### src/rtl/scalar_rf_pkg.sv
// rtl/scalar_rf_pkg.sv - shared FSM encoding and parameter defaults for the operand fetch unit
//
// Purpose : state encoding for the operand fetch FSM and the default
//           data width, address width and register count.
// Ports   : none (package).

package scalar_rf_pkg;

  localparam int DEF_BIT_NUMBER      = 32;
  localparam int DEF_ADDR_NUMBER     = 5;
  localparam int DEF_REGISTER_NUMBER = 16;

  typedef enum logic [2:0] {
    ST_IDLE    = 3'd0,
    ST_WRITE   = 3'd1,
    ST_READ    = 3'd2,
    ST_CAPTURE = 3'd3,
    ST_HOLD    = 3'd4
  } fsm_state_t;

endpackage

### src/rtl/operand_fetch_unit.sv
// rtl/operand_fetch_unit.sv - scalar register file operand fetch / writeback sequencer
//
// Purpose : arbitrates writebacks and operand-fetch requests onto a single
//           synchronous-read register file and delivers both source operands
//           through a valid/ready handshake.
// Ports   : clk, reset            - clock, synchronous active-high reset
//           req_*                  - operand-fetch request (valid/ready, src_1, src_2, dest)
//           wb_*                   - writeback request (valid/ready, addr, data)
//           rf_*                   - register-file strobes, addresses and data
//           op_*                   - operand delivery (valid/ready, a, b, dest, err)
//           wb_err                 - one-cycle pulse for a writeback to an unimplemented register

module operand_fetch_unit
  import scalar_rf_pkg::*;
#(
  parameter int BIT_NUMBER      = DEF_BIT_NUMBER,
  parameter int ADDR_NUMBER     = DEF_ADDR_NUMBER,
  parameter int REGISTER_NUMBER = DEF_REGISTER_NUMBER
) (
  input  logic                   clk,
  input  logic                   reset,

  input  logic                   req_valid,
  output logic                   req_ready,
  input  logic [ADDR_NUMBER-1:0] req_src_1,
  input  logic [ADDR_NUMBER-1:0] req_src_2,
  input  logic [ADDR_NUMBER-1:0] req_dest,

  input  logic                   wb_valid,
  output logic                   wb_ready,
  input  logic [ADDR_NUMBER-1:0] wb_addr,
  input  logic [BIT_NUMBER-1:0]  wb_data,

  output logic                   rf_enable,
  output logic                   rf_write_enable,
  output logic [ADDR_NUMBER-1:0] rf_src_addr_1,
  output logic [ADDR_NUMBER-1:0] rf_src_addr_2,
  output logic [ADDR_NUMBER-1:0] rf_dest_addr,
  output logic [BIT_NUMBER-1:0]  rf_write_data,
  input  logic [BIT_NUMBER-1:0]  rf_data_out_1,
  input  logic [BIT_NUMBER-1:0]  rf_data_out_2,

  output logic                   op_valid,
  input  logic                   op_ready,
  output logic [BIT_NUMBER-1:0]  op_a,
  output logic [BIT_NUMBER-1:0]  op_b,
  output logic [ADDR_NUMBER-1:0] op_dest,
  output logic                   op_err,
  output logic                   wb_err
);

  // One extra bit so a register count equal to 2**ADDR_NUMBER still compares correctly.
  localparam logic [ADDR_NUMBER:0] REG_LIMIT = (ADDR_NUMBER + 1)'(REGISTER_NUMBER);

  function automatic logic addr_ok(input logic [ADDR_NUMBER-1:0] addr);
    return ({1'b0, addr} < REG_LIMIT);
  endfunction

  fsm_state_t state_q, state_d;

  logic [ADDR_NUMBER-1:0] src_1_q, src_2_q, dest_q;
  logic [ADDR_NUMBER-1:0] wb_addr_q;
  logic [BIT_NUMBER-1:0]  wb_data_q;

  logic [BIT_NUMBER-1:0]  op_a_q, op_b_q;
  logic [ADDR_NUMBER-1:0] op_dest_q;
  logic                   op_err_q;
  logic                   wb_err_q;

  logic in_idle;
  logic wb_fire;
  logic req_fire;
  logic src_1_ok;
  logic src_2_ok;

  // Handshakes are decoded outside the FSM block so the next-state logic
  // never depends on outputs it produces itself.
  assign in_idle   = (state_q == ST_IDLE);
  assign wb_ready  = in_idle && !reset;
  assign req_ready = in_idle && !reset && !wb_valid;
  assign wb_fire   = wb_valid && wb_ready;
  assign req_fire  = req_valid && req_ready;

  assign src_1_ok  = addr_ok(src_1_q);
  assign src_2_ok  = addr_ok(src_2_q);

  always_ff @(posedge clk) begin
    if (reset) begin
      state_q <= ST_IDLE;
    end else begin
      state_q <= state_d;
    end
  end

  always_comb begin
    state_d         = state_q;
    rf_enable       = 1'b0;
    rf_write_enable = 1'b0;
    rf_src_addr_1   = '0;
    rf_src_addr_2   = '0;
    rf_dest_addr    = '0;
    rf_write_data   = '0;
    op_valid        = 1'b0;

    case (state_q)
      ST_IDLE: begin
        if (wb_fire) begin
          // Out-of-range writebacks are swallowed here; only wb_err reports them.
          state_d = addr_ok(wb_addr) ? ST_WRITE : ST_IDLE;
        end else if (req_fire) begin
          state_d = ST_READ;
        end
      end
      ST_WRITE: begin
        rf_enable       = 1'b1;
        rf_write_enable = 1'b1;
        rf_dest_addr    = wb_addr_q;
        rf_write_data   = wb_data_q;
        state_d         = ST_IDLE;
      end
      ST_READ: begin
        rf_enable     = 1'b1;
        rf_src_addr_1 = src_1_q;
        rf_src_addr_2 = src_2_q;
        state_d       = ST_CAPTURE;
      end
      ST_CAPTURE: begin
        state_d = ST_HOLD;
      end
      ST_HOLD: begin
        op_valid = 1'b1;
        if (op_ready) begin
          state_d = ST_IDLE;
        end
      end
      default: begin
        state_d = ST_IDLE;
      end
    endcase
  end

  always_ff @(posedge clk) begin
    if (reset) begin
      src_1_q   <= '0;
      src_2_q   <= '0;
      dest_q    <= '0;
      wb_addr_q <= '0;
      wb_data_q <= '0;
      op_a_q    <= '0;
      op_b_q    <= '0;
      op_dest_q <= '0;
      op_err_q  <= 1'b0;
      wb_err_q  <= 1'b0;
    end else begin
      wb_err_q <= 1'b0;

      if (wb_fire) begin
        wb_addr_q <= wb_addr;
        wb_data_q <= wb_data;
        wb_err_q  <= !addr_ok(wb_addr);
      end

      if (req_fire) begin
        src_1_q <= req_src_1;
        src_2_q <= req_src_2;
        dest_q  <= req_dest;
      end

      // The register file answers the READ-cycle addresses one edge later,
      // so its outputs are valid throughout CAPTURE.
      if (state_q == ST_CAPTURE) begin
        op_a_q    <= src_1_ok ? rf_data_out_1 : '0;
        op_b_q    <= src_2_ok ? rf_data_out_2 : '0;
        op_dest_q <= dest_q;
        op_err_q  <= !(src_1_ok && src_2_ok);
      end
    end
  end

  assign op_a    = op_a_q;
  assign op_b    = op_b_q;
  assign op_dest = op_dest_q;
  assign op_err  = op_err_q;
  assign wb_err  = wb_err_q;

endmodule

### config.mk
export PLATFORM = sky130hd
export DESIGN_NAME = operand_fetch_unit
export DESIGN_NICKNAME = d
export VERILOG_FILES = /design/src/rtl/scalar_rf_pkg.sv /design/src/rtl/operand_fetch_unit.sv
export SDC_FILE = /design/constraint.sdc
export NUM_CORES = 1
export LEC_CHECK = 0
export CORE_AREA = 2 2 149 151
export DETAILED_ROUTE_END_ITERATION = 16
export DIE_AREA = 0 0 151 153
export MAX_ROUTING_LAYER = met4
export SLEW_MARGIN = 30
export SYNTH_ARGS = -nofsm -noshare
export SYNTH_HDL_FRONTEND = slang
export SYNTH_SLANG_ARGS = --single-unit
### constraint.sdc
create_clock -name clk -period 1.9 [get_ports clk]
set_clock_uncertainty 0.15 [all_clocks]
set_input_delay 0.285 -clock clk [delete_from_list [all_inputs] [get_ports clk]]
set_output_delay 0.285 -clock clk [all_outputs]
set_load 0.1 [all_outputs]
* Word-level counts from Yosys, hierarchy flattened *
Index checks and enable logic that the tools add are counted.

cells by class
  order comparisons = 3
  shift operators = 0
  $add $sub $neg = 0
  bitwise gates (word level) = 1
  equality and inequality tests = 6
  reductions and logical operators = 13
  multipliers = 0
  mux-type cells = 14
  div/mod/pow operators = 0

operators with widths
  kind                  count
  $mux W32              3
  $lt A5 B5 Y1 const B  3
  $mux W5               3
  $pmux W3 S4           1
  $mux W3               3
  $eq A3 B2 Y1 const B  2
  $logic_and A1 B1 Y1   5
  $logic_not A1 Y1      4
  $mux W1               4
  $reduce_or A2 Y1      2
  $eq A3 B1 Y1 const B  1
  $eq A3 B3 Y1 const B  1
  $logic_not A3 Y1      1
  $ne A3 B1 Y1 const B  1
  $ne A2 B2 Y1 const B  1
  $reduce_and A2 Y1     1
  $not A1 Y1            1

word-level totals
  latch bits = 0
  bits in registers = 126
  memory bits (writable) = 0
  bits of input ports = 121
  ROM bits = 0
  memories = 0
  output and inout port bits = 123

* Longest topological paths before layout *
  depth after elaboration = 7
  mapped depth = 8

* Least setup slack after synthesis *
No wires, ideal clock.

  path kind = register to register
  start = register state_q[1]
  end = register state_q[2]
  clock period less this slack = 3219 ps
  cell stages (with the launch flop) = 5
  data arrival time = 2996 ps
  path slack = -1319 ps
  setup time = 74 ps
  path through = dfxtp_1 -> clkbuf_1 -> nor3b_1 -> nand2b_1 -> a21oi_1

between the ends
  longest elaborated chain between the ends = 6
  elaborated cells on any way between the ends = 13
  those cells by class = eq/ne (5); mux (2); reduce/logical (6)

ends and longest elaborated chain
  element                      line                                                 RTL
  start: declaration           operand_fetch_unit.sv:59                             fsm_state_t state_q, state_d;
  start signal: assignment     operand_fetch_unit.sv:91                             state_q <= state_d;
  $logic_not A3 Y1             operand_fetch_unit.sv:78, operand_fetch_unit.sv:105
  $logic_and A1 B1 Y1          operand_fetch_unit.sv:79, operand_fetch_unit.sv:80
  $logic_and A1 B1 Y1          operand_fetch_unit.sv:80                             assign req_ready = in_idle && !reset && !wb_valid;
  $logic_and A1 B1 Y1          operand_fetch_unit.sv:82                             assign req_fire = req_valid && req_ready;
  $ne A3 B1 Y1 (no line)       --
  $reduce_and A2 Y1 (no line)  --

Several ways; a longest one is shown, not always the timed one.
A chain may end at the register's enable or synchronous reset.

* Worst setup path after layout *
  start = register state_q[2]
  end = output port rf_write_data[17]

between the ends
  longest elaborated chain between the ends = 2

ends and longest elaborated chain
  element           line                       RTL
  $eq A3 B1 Y1      operand_fetch_unit.sv:105  case (state_q)
  $mux W32          operand_fetch_unit.sv:105
  end: declaration  operand_fetch_unit.sv:39   output logic [BIT_NUMBER-1:0] rf_write_data,

Every way passes these cells.

==> flow_summary.ini <==
[clock_tree]
clk_pin_slew_ns = 0.06
cts_sinks = 126
clk_latency_ns = 0.41
root_buffer = clkbuf_16
cts_buffer_depth = 2
cts_buffers = 17
h-tree-depth = 4
cts_tree = built

[setup_path]
crit_fanout = 6
r2r-end = wb_data_q[1]
setup.worst_path.end_class = output pin
cp-startpoint = state_q[2]
worst_setup_path_start_kind = flop
critPathRequiredTime_ns = 1.46
crit_arrival_ns = 1.74
reg2reg_depth = 6
critPathKind = reg2out
timing.rr.start = state_q[2]
r2r_slack_ns = 0.04
critPathCapture = rf_write_data[17]

[grt]
grt_first_pass_wirelength_um = 27900
grt_pass1_vias = 4977
grt_util_all_layers_pct = 16.0
antenna_found_initial = 0
grt_start_max_net_pins = 126
overflow = 0

[layout]
antenna_cells = 0
nets = 976
final_common_cell = buf_12
drive_gt1_share_pct = 31.9
final_cell_mix = buf_12 (129), dfxtp_1 (123), clkdlybuf4s50_1 (119)
area_growth_pct = 90.8
fin_area_um2 = 10100
finalCoreUtilization_pct = 47.2

[synth]
synth_cells = 618
async_flop_share_pct = 0
synth_fp_nets = 739
synth_edf_count = 0
ys_seq_area_share_pct = 47.5
synth_top_family_by_area = simple AND/OR/NAND/NOR gates
synth_mux_area_share_pct = 0
ys_ff_latch = 126
synthDistinctLibCells = 26
yosys_warnings = 0
synthXorXnorAreaFrac_pct = 0
synthesis.area_um2 = 5320
synth_compound_area_share_pct = 15.2
synthAdderAreaFrac_pct = 0
synth-main-ff-cell = dfxtp_1
postSynthAreaPerCell_um2 = 8.60
synth-simple-area-share_pct = 31.3

[run]
drv_cap = 0

[power]
power_frac_clock_pct = 42.8
p_switching_mw = 1.94
worst_ir_drop_vdd_mv = 0.511
switching_share_pct = 26.7
p_leak_nw = 3.68
p_comb_share_pct = 18.5
power_density_nw_per_um2 = 715
p_int_mw = 5.31
p_seq_share_pct = 38.8

[die]
row_count = 54
dieHeight_um = 153
core_um2 = 21500
dieWidth_um = 151
die-area_um2 = 23100
ioPinCount = 244
start_util_pct = 24.7

[detailed_routing]
via_per_inst = 4.52
routed_wl_um = 18500
first_pass_iters = 4
ant_nets = 0
drt_iter0_markers = 280
drcViolationCount = 0
wl_per_cell_um = 16.2
vias = 5173

[worst_hold_path]
min-delay-start = reset
holdCritPathClass = in2reg

[placement]
portBuffers = 243
hpwl_um = 12300
dpl-instance-area_um2 = 9370
place_congestion = 0.765

[sta]
max_slew_margin_pct = 56.5
rsz0062_at_grt = true
setup_viol = 52
postLayoutSetupSlackWorst_ns = -0.275
drv_slew = 0
min_period_over_period_pct = 114
hold_viol_final = 0
worst_slew_pin_slew_ns = 0.652
whs_ns = 0.248
min_period_ns = 2.17
max_freq_mhz = 460

[outcome]
status = complete, but fails checks
violations = negative setup slack
[cell type report]
cell class	count	area (um2)
clock buffers	23	498
clock inverters	6	60.1
fillers	1983	11300
inverters	2	15.0
multi-input cells	430	2610
flip-flops and latches	126	2530
well taps	280	350
repair buffers	278	4080
[per-layer routing]
metal | vias to the layer above | track usage (%) | part of all wire (%)
met4 | 0 | 5.03 | 1.6
met2 | 135 | 25.6 | 50
met1 | 2456 | 20.0 | 44
met5 | - | - | 0
li1 | 2564 | - | -
met3 | 18 | 3.76 | 5.2
[worst min path at each step]
| stage | slack, ns | cells after the start | endpoint |
|---|---|---|---|
| after global placement | 0.29 | 2 | op_dest[3] |
| after global routing | 0.27 | 3 | src_2_q[2] |
| after floorplan | 0.27 | 2 | wb_data_q[0] |
| after detailed placement | 0.29 | 2 | op_dest[0] |
| final | 0.25 | 3 | dest_q[1] |
| after CTS | 0.26 | 3 | wb_data_q[0] |
[power by group through the flow]
stage	Combinational [mW]	Clock (mW)	Sequential [mW]
after floorplan	0.568	0	2.99
after global placement	1.27	0	2.86
after detailed placement	1.27	0	2.86
after CTS	1.31	3.19	2.81
after global routing	1.41	3.31	2.82
final	1.34	3.10	2.81
[critical path, cell delays in order (launching register included)]
cell and delay, ns:
dfxtp_2 0.32, buf_6 0.13, nor3b_4 0.23, buf_6 0.18
clkbuf_16 0.16, and2_4 0.15, buf_12 0.17
[sequential cells by signal, indices dropped and copies added, names as in the netlist]
name	count
dest_q	5
op_a	32
op_b	32
op_dest	5
op_err	1
src_1_q	5
src_2_q	5
state_q	3
wb_addr_q	5
wb_data_q	32
wb_err	1
[cell families (layout without fill, tap and decap cells)]
kind of cell | after synthesis | after routing
AND/OR/NAND/NOR | 292 | 292
buffers and inverters | 62 | 309
AO/OA/AOI/OAI | 138 | 138
flip-flops | 126 | 126
[stage by stage]
step	power, mW	cells	TNS, ns	setup WS (ns)
2_1_floorplan	3.56	618	-1.14	-0.246
3_3_place_gp	4.13	1105	0	0.0357
3_5_place_dp	4.13	1105	-0.00541	-0.00541
4_1_cts	7.32	1139	-11.95	-0.274
5_1_grt	7.54	1145	-14.16	-0.325
6_report	7.25	1145	-10.72	-0.275
[synth_stat cells, types with 2 or more instances]
cell type	number	area share [%]
nand3_1	51	4.8
buf_12	4	1.5
o21ai_0	22	2.1
nand3b_1	65	9.2
o21ai_2	29	4.8
dfxtp_1	126	47
buf_2	5	0.47
nand2_1	74	5.2
nor3b_1	3	0.42
a21oi_1	86	8.1
and2_1	47	5.5
buf_6	2	0.42
nor2_1	3	0.21
nor3_1	2	0.19
nor4_1	2	0.24
clkbuf_1	49	3.5
nand2b_1	39	4.6
[timing repair]
| action | CTS | global route |
|---|---|---|
| cloned | 1 | 5 |
| endpoints found under the setup margin | 52 | 76 |
| gates resized for setup | 26 | 11 |
| pin swaps | 6 | 16 |
| hold buffers | 0 | 0 |
| setup buffers | 4 | 2 |
| endpoints found under the hold margin | 0 | 0 |
No activity file was read; power rests on OpenSTA's default activity.
